## src/rtl/apb4_regbank_pkg.sv

```systemverilog
// Shared definitions for the APB4 slave register bank.
//   state_t        : transfer FSM states (IDLE -> optional WAIT -> RESP).
//   CFG_IDX        : word index of the CFG register (wait-count field).
//   STATUS_IDX     : word index of the read-only STATUS register (ERRCNT).
//   ERRCNT_W       : width of the saturating error counter.
package apb4_regbank_pkg;

  typedef enum logic [1:0] {
    ST_IDLE = 2'd0,
    ST_WAIT = 2'd1,
    ST_RESP = 2'd2
  } state_t;

  localparam int CFG_IDX    = 0;
  localparam int STATUS_IDX = 1;
  localparam int ERRCNT_W   = 8;

endpackage

```

## src/rtl/apb_wait_timer.sv

```systemverilog
// Down-counter that times the wait states of one APB transfer.
// Ports:
//   clk, rst   : clock and synchronous active-high reset (count -> 0).
//   load       : load count with value (takes priority over decrement).
//   value      : count to load.
//   decrement  : count down by one; holds at zero.
//   done       : high while count equals 1, i.e. the last wait cycle.
module apb_wait_timer
  import apb4_regbank_pkg::*;
#(
  parameter int WAIT_W = 4
) (
  input  logic              clk,
  input  logic              rst,
  input  logic              load,
  input  logic [WAIT_W-1:0] value,
  input  logic              decrement,
  output logic              done
);

  logic [WAIT_W-1:0] count;

  always_ff @(posedge clk) begin
    if (rst) begin
      count <= '0;
    end else if (load) begin
      count <= value;
    end else if (decrement && (count != '0)) begin
      count <= count - 1'b1;
    end
  end

  assign done = (count == WAIT_W'(1));

endmodule

```

## src/rtl/apb4_slave_regbank.sv

```systemverilog
// APB4 slave exposing a small register bank with programmable wait states.
// Register map (word index): 0 CFG (WAIT field, r/w), 1 STATUS (ERRCNT, r/o),
// 2..NUM_REGS-1 data registers (r/w, byte strobes honoured).
// Ports:
//   PCLK, PRESET           : clock, synchronous active-high reset.
//   PSEL, PENABLE, PWRITE  : APB control.
//   PADDR, PWDATA, PSTRB   : byte address, write data, write byte strobes.
//   PRDATA                 : read data, held until the next read response.
//   PREADY, PSLVERR        : one-cycle completion pulse and error flag.
// Handshake: a transfer starts when PSEL&&PENABLE is seen in IDLE; PREADY is
// high for exactly one cycle (RESP), CFG.WAIT+1 cycles after the first access
// cycle. Dropping PSEL during WAIT abandons the transfer silently.
module apb4_slave_regbank
  import apb4_regbank_pkg::*;
#(
  parameter int DATA_W       = 32,
  parameter int ADDR_W       = 8,
  parameter int NUM_REGS     = 8,
  parameter int WAIT_W       = 4,
  parameter int WAIT_DEFAULT = 2
) (
  input  logic                PCLK,
  input  logic                PRESET,
  input  logic                PSEL,
  input  logic                PENABLE,
  input  logic                PWRITE,
  input  logic [ADDR_W-1:0]   PADDR,
  input  logic [DATA_W-1:0]   PWDATA,
  input  logic [DATA_W/8-1:0] PSTRB,
  output logic [DATA_W-1:0]   PRDATA,
  output logic                PREADY,
  output logic                PSLVERR
);

  localparam int NBYTES = DATA_W / 8;
  localparam int OFF_W  = $clog2(NBYTES);

  localparam logic [ADDR_W-1:0] OFF_MASK   = ADDR_W'((1 << OFF_W) - 1);
  localparam logic [ADDR_W-1:0] NUM_REGS_A = ADDR_W'(NUM_REGS);
  localparam logic [ADDR_W-1:0] CFG_A      = ADDR_W'(CFG_IDX);
  localparam logic [ADDR_W-1:0] STATUS_A   = ADDR_W'(STATUS_IDX);

  state_t              state;
  logic [WAIT_W-1:0]   cfg_wait;
  logic [ERRCNT_W-1:0] errcnt;
  logic [DATA_W-1:0]   data_regs [NUM_REGS-2];

  logic [ADDR_W-1:0] idx;
  logic              addr_bad;
  logic              xfer_err;
  logic              access;
  logic              enter_resp;
  logic [DATA_W-1:0] rd_val;
  logic [DATA_W-1:0] wr_val;

  logic              timer_load;
  logic [WAIT_W-1:0] timer_value;
  logic              timer_dec;
  logic              timer_done;

  assign idx      = PADDR >> OFF_W;
  assign addr_bad = (idx >= NUM_REGS_A) || ((PADDR & OFF_MASK) != '0);
  assign xfer_err = addr_bad || (PWRITE && (idx == STATUS_A));
  assign access   = PSEL && PENABLE;

  // The response is formed at the edge that enters RESP so that PREADY,
  // PSLVERR and PRDATA are all registered and appear together. The address
  // phase signals are stable from the access phase through RESP, so this is
  // the same data the master presents while PREADY is high.
  assign enter_resp = ((state == ST_IDLE) && access && (cfg_wait == '0)) ||
                      ((state == ST_WAIT) && PSEL && timer_done);

  // An abort reloads the timer with zero so it is idle for the next transfer.
  assign timer_load  = ((state == ST_IDLE) && access) ||
                       ((state == ST_WAIT) && !PSEL);
  assign timer_value = (state == ST_IDLE) ? cfg_wait : '0;
  assign timer_dec   = (state == ST_WAIT) && PSEL;

  apb_wait_timer #(
    .WAIT_W(WAIT_W)
  ) u_wait_timer (
    .clk       (PCLK),
    .rst       (PRESET),
    .load      (timer_load),
    .value     (timer_value),
    .decrement (timer_dec),
    .done      (timer_done)
  );

  // Current value of the addressed register (0 for unmapped indices).
  always_comb begin
    rd_val = '0;
    if (idx == CFG_A) begin
      rd_val = DATA_W'(cfg_wait);
    end else if (idx == STATUS_A) begin
      rd_val = DATA_W'(errcnt);
    end else begin
      for (int i = 2; i < NUM_REGS; i++) begin
        if (idx == ADDR_W'(i)) rd_val = data_regs[i-2];
      end
    end
  end

  // Strobed merge: lanes without a strobe keep the current register value.
  always_comb begin
    wr_val = rd_val;
    for (int b = 0; b < NBYTES; b++) begin
      if (PSTRB[b]) wr_val[b*8 +: 8] = PWDATA[b*8 +: 8];
    end
  end

  always_ff @(posedge PCLK) begin
    if (PRESET) begin
      state    <= ST_IDLE;
      PREADY   <= 1'b0;
      PSLVERR  <= 1'b0;
      PRDATA   <= '0;
      cfg_wait <= WAIT_W'(WAIT_DEFAULT);
      errcnt   <= '0;
      for (int i = 0; i < NUM_REGS - 2; i++) data_regs[i] <= '0;
    end else begin
      PREADY  <= 1'b0;
      PSLVERR <= 1'b0;

      case (state)
        ST_IDLE: if (access) state <= (cfg_wait == '0) ? ST_RESP : ST_WAIT;
        ST_WAIT: begin
          if (!PSEL)           state <= ST_IDLE;
          else if (timer_done) state <= ST_RESP;
        end
        ST_RESP: state <= ST_IDLE;
        default: state <= ST_IDLE;
      endcase

      if (enter_resp) begin
        PREADY  <= 1'b1;
        PSLVERR <= xfer_err;
        // STATUS reads see the count before this response's own increment.
        if (!PWRITE) PRDATA <= xfer_err ? '0 : rd_val;
        if (xfer_err) begin
          if (errcnt != '1) errcnt <= errcnt + 1'b1;
        end else if (PWRITE) begin
          if (idx == CFG_A) cfg_wait <= wr_val[WAIT_W-1:0];
          for (int i = 2; i < NUM_REGS; i++) begin
            if (idx == ADDR_W'(i)) data_regs[i-2] <= wr_val;
          end
        end
      end
    end
  end

endmodule

```

## config.mk

```make
export PLATFORM = sky130hd
export DESIGN_NAME = apb4_slave_regbank
export DESIGN_NICKNAME = d
export VERILOG_FILES = /design/src/rtl/apb4_regbank_pkg.sv /design/src/rtl/apb_wait_timer.sv /design/src/rtl/apb4_slave_regbank.sv
export SDC_FILE = /design/constraint.sdc
export NUM_CORES = 1
export LEC_CHECK = 0
export CORE_MARGIN = 4
export CORE_UTILIZATION = 53
export CTS_CLUSTER_SIZE = 16
export DETAILED_ROUTE_END_ITERATION = 7
export GPL_TIMING_DRIVEN = 0
export PLACE_DENSITY = 0.76
export SLEW_MARGIN = 20
export SYNTH_ARGS = -nofsm -noshare
export SYNTH_HDL_FRONTEND = slang
export SYNTH_SLANG_ARGS = --single-unit
export TNS_END_PERCENT = 10
```

## constraint.sdc

```tcl
create_clock -name PCLK -period 3.7 [get_ports PCLK]
set_input_delay 0.74 -clock PCLK [delete_from_list [all_inputs] [get_ports PCLK]]
set_output_delay 0.74 -clock PCLK [all_outputs]
set_load 0.005 [all_outputs]
```

==> impl_metrics.ini, run 1 <==
[route]
drt-total-wl_um = 30560
num_vias = 8445
viasPerCell = 6.417
drt_first_iter_violations = 1151
ant_nets = 0
drt_first_pass_iters = 5
drt-wirelength-per-cell_um = 23.22
drc = 0

[setup_path]
worst_setup_path_end_kind = flop
crit_buf_inv = 4
cp_max_fo = 19
critical_path.top_delay_family = buffers and inverters
crit_type = input port to flop
path_cells = clkdlybuf4s50_1 > clkbuf_1 > buf_1 > nand3_1 > o21bai_4 > buf_16
cp-start-kind = input port
worst_ep_arrival_time_ps = 3820
critPathSlowestCell = o21bai_4
max_stage_delay_ps = 640
cp.required_ps = 3930

[timing]
setup_violations = 0
setup_ws_ps = 108.8
maxSlewViolCount = 0
clock_skew_ps = 16.01
rsz0062_at_grt = true
fmax_mhz = 278.5
tightest_slew_ps = 959.9
max_slew_margin_pct = 35.77
finalCritPeriodShare_pct = 97.06
min_period_ps = 3591
hold_viol = 0

[placed_design]
dp_hpwl_um = 19950
numPortBuffers = 78
gp_congestion = 0.9168
pre_cts_ws_ps = -719.8
dp.cells = 1265

[clocking]
cts_tree = done
path_clk_slew_ps = 60
cts-buffers-inserted = 26
cts.htree.levels = 1
clock-root-buffer = clkbuf_16
clock_path_buffers = 3
tritoncts_num_sinks = 244
insertion_delay_ps = 530

[final_layout]
syn_to_final_growth_pct = 20.72
nFillCells = 1483
layout_commonest_cell = nor2_1
nets = 1083
layout_common_cells = nor2_1, edfxtp_1, clkdlybuf4s50_1
drive_gt1_share_pct = 10.66
final_cells = 1316
diodes = 0

[pwr]
p_per_area_mw_per_mm2 = 466.1
vdd_drop_max_mv = 0.3468
p_leak_nw = 4.447
fin_total_pwr_mw = 5.988

[global_routing]
antenna_found_initial = 0
grt.overflow.total = 0
grt_pass1_wl_um = 47140
grt_max_degree = 28
grtUsageTotal_pct = 27.35
first_global_vias = 8421

[logic_synthesis]
synthCells = 916
synth-async-reset-ratio_pct = 0
synth_edf_count = 192
ys.flop_type = edfxtp_1
synth_warnings = 0
seq_area_frac_synth_pct = 63.96
syn_avg_cell_area_um2 = 11.62
ys_ff_latch = 244
syn-num-nets = 968
syn-cell-area_mm2 = 0.01064
synth.distinct_cells = 66

[floorplanning]
die-area_mm2 = 0.02241
io_pins = 83
core_area_mm2 = 0.01959
die_h_um = 149.7
rows = 51
start_util_pct = 54.32
die_x_um = 149.7

[run]
cap_violations = 0

[hold_path]
hold_path_class = flop to flop

[status]
status = finished, final reports clean
tightest hold or removal path, stage by stage, from the launching register on:
cell and delay [ps]:
dfxtp_1 310, nand2_1 50, o21ai_1 50
worst paths after layout:
check	start	depth (start not counted)	endpoint	slack (ps)
worst min-delay path	PRDATA[11]	2	PRDATA[11]	450
worst max register to register	cfg_wait[3]	5	data_regs[5][21]	500
worst min register to register	PRDATA[11]	2	PRDATA[11]	450
worst max-delay path	PADDR[3]	6	data_regs[4][24]	110
logic make-up (layout without fill, tap and decap cells):
group | after synthesis | after routing | synth area share (%)
muxes | 11 | 11 | 1.070
adders and majority gates | 3 | 3 | 0.3528
xor gates and xnor gates | 10 | 10 | 0.8231
buffers and inverters | 65 | 200 | 2.975
AOI/OAI and AO/OA | 203 | 203 | 14.20
DFF | 244 | 244 | 63.96
and+or+nand+nor | 380 | 380 | 16.61
through the flow:
step                      area (um^2)  hold slack [ps]  util (%)  setup TNS [ps]
after global placement          11750            434.3     60.00         -403870
after CTS                       12780            456.2     65.25               0
final                           12850            448.8     65.57               0
after global routing            12850            482.9     65.57          -125.9
after detailed placement        11920            443.6     60.83         -172900
after floorplan                 10640            442.5         -           -9560
layer usage:
metal	wire (um)	up-vias	track usage (%)
met1	11760	4084	38.23
met3	3772	83	5.330
li1	-	3702	-
met4	980	0	10.25
met2	14040	576	42.81
met5	0	-	0
layout make-up:
type | instances | area (um^2) | area share [%]
buffer | 58 | 295.3 | 2.299
inverter | 7 | 26.28 | 0.2045
timing repair buffer | 87 | 938.4 | 7.305
clock buffer | 40 | 753.2 | 5.863
multi-input combinational | 607 | 3600 | 28.02
sequential | 244 | 6807 | 52.99
clock inverter | 8 | 95.09 | 0.7402
tap | 265 | 331.6 | 2.581
timing repair:
action	in CTS	in global routing
buffers inserted	0	3
cloned	0	0
endpoints found under the hold margin	0	0
setup endpoints to repair	172	304
resized for setup	4	13
pin swaps	0	2
hold buffers	0	0
where the power goes:
group          total (mW)  internal (mW)  switching, mW
Combinational       0.340          0.112          0.228
Sequential           3.04           3.02         0.0231
Clock                2.60           1.54           1.06
registers in the layout, indices dropped and copies added, names as in the netlist:
| name | cells |
|---|---|
| errcnt | 8 |
| PSLVERR | 1 |
| cfg_wait | 4 |
| u_wait_timer.count | 4 |
| PRDATA | 32 |
| state | 2 |
| PREADY | 1 |
| data_regs | 192 |
synthesized netlist by cell type, types with 3 or more instances:
cell type | number | area [um^2]
or3_1 | 23 | 143.9
buf_6 | 6 | 67.56
inv_1 | 6 | 22.52
ha_1 | 3 | 37.54
nand4_1 | 3 | 18.77
nand3_1 | 31 | 155.2
nor3_1 | 35 | 175.2
a32oi_1 | 21 | 183.9
and2_1 | 3 | 18.77
nand2b_1 | 3 | 18.77
a22oi_1 | 52 | 390.4
nand2_1 | 35 | 131.4
a32o_1 | 23 | 230.2
a22o_1 | 4 | 35.03
o21ai_0 | 15 | 75.07
xnor2_1 | 8 | 70.07
a211oi_1 | 5 | 37.54
buf_2 | 19 | 95.09
clkbuf_1 | 25 | 93.84
mux2i_1 | 8 | 80.08
buf_1 | 7 | 26.28
nand2_4 | 6 | 67.56
edfxtp_1 | 192 | 5766
nor2_1 | 215 | 807.0
and3_1 | 5 | 31.28
o221ai_1 | 4 | 35.03
o21bai_1 | 5 | 37.54
dfxtp_1 | 52 | 1041
a21oi_1 | 36 | 180.2
mux2_2 | 3 | 33.78
o22ai_1 | 3 | 18.77
a21o_1 | 4 | 30.03
a221oi_1 | 4 | 35.03
a31oi_1 | 3 | 18.77
nor3_2 | 4 | 40.04
(Power assumes the default switching activity.)
==> run 2: changes to the inputs <==
- CAP_MARGIN: default -> 20
==> results of run 2 <==
Same layout as run 1: the final DEF is identical, and so are final timing and power.
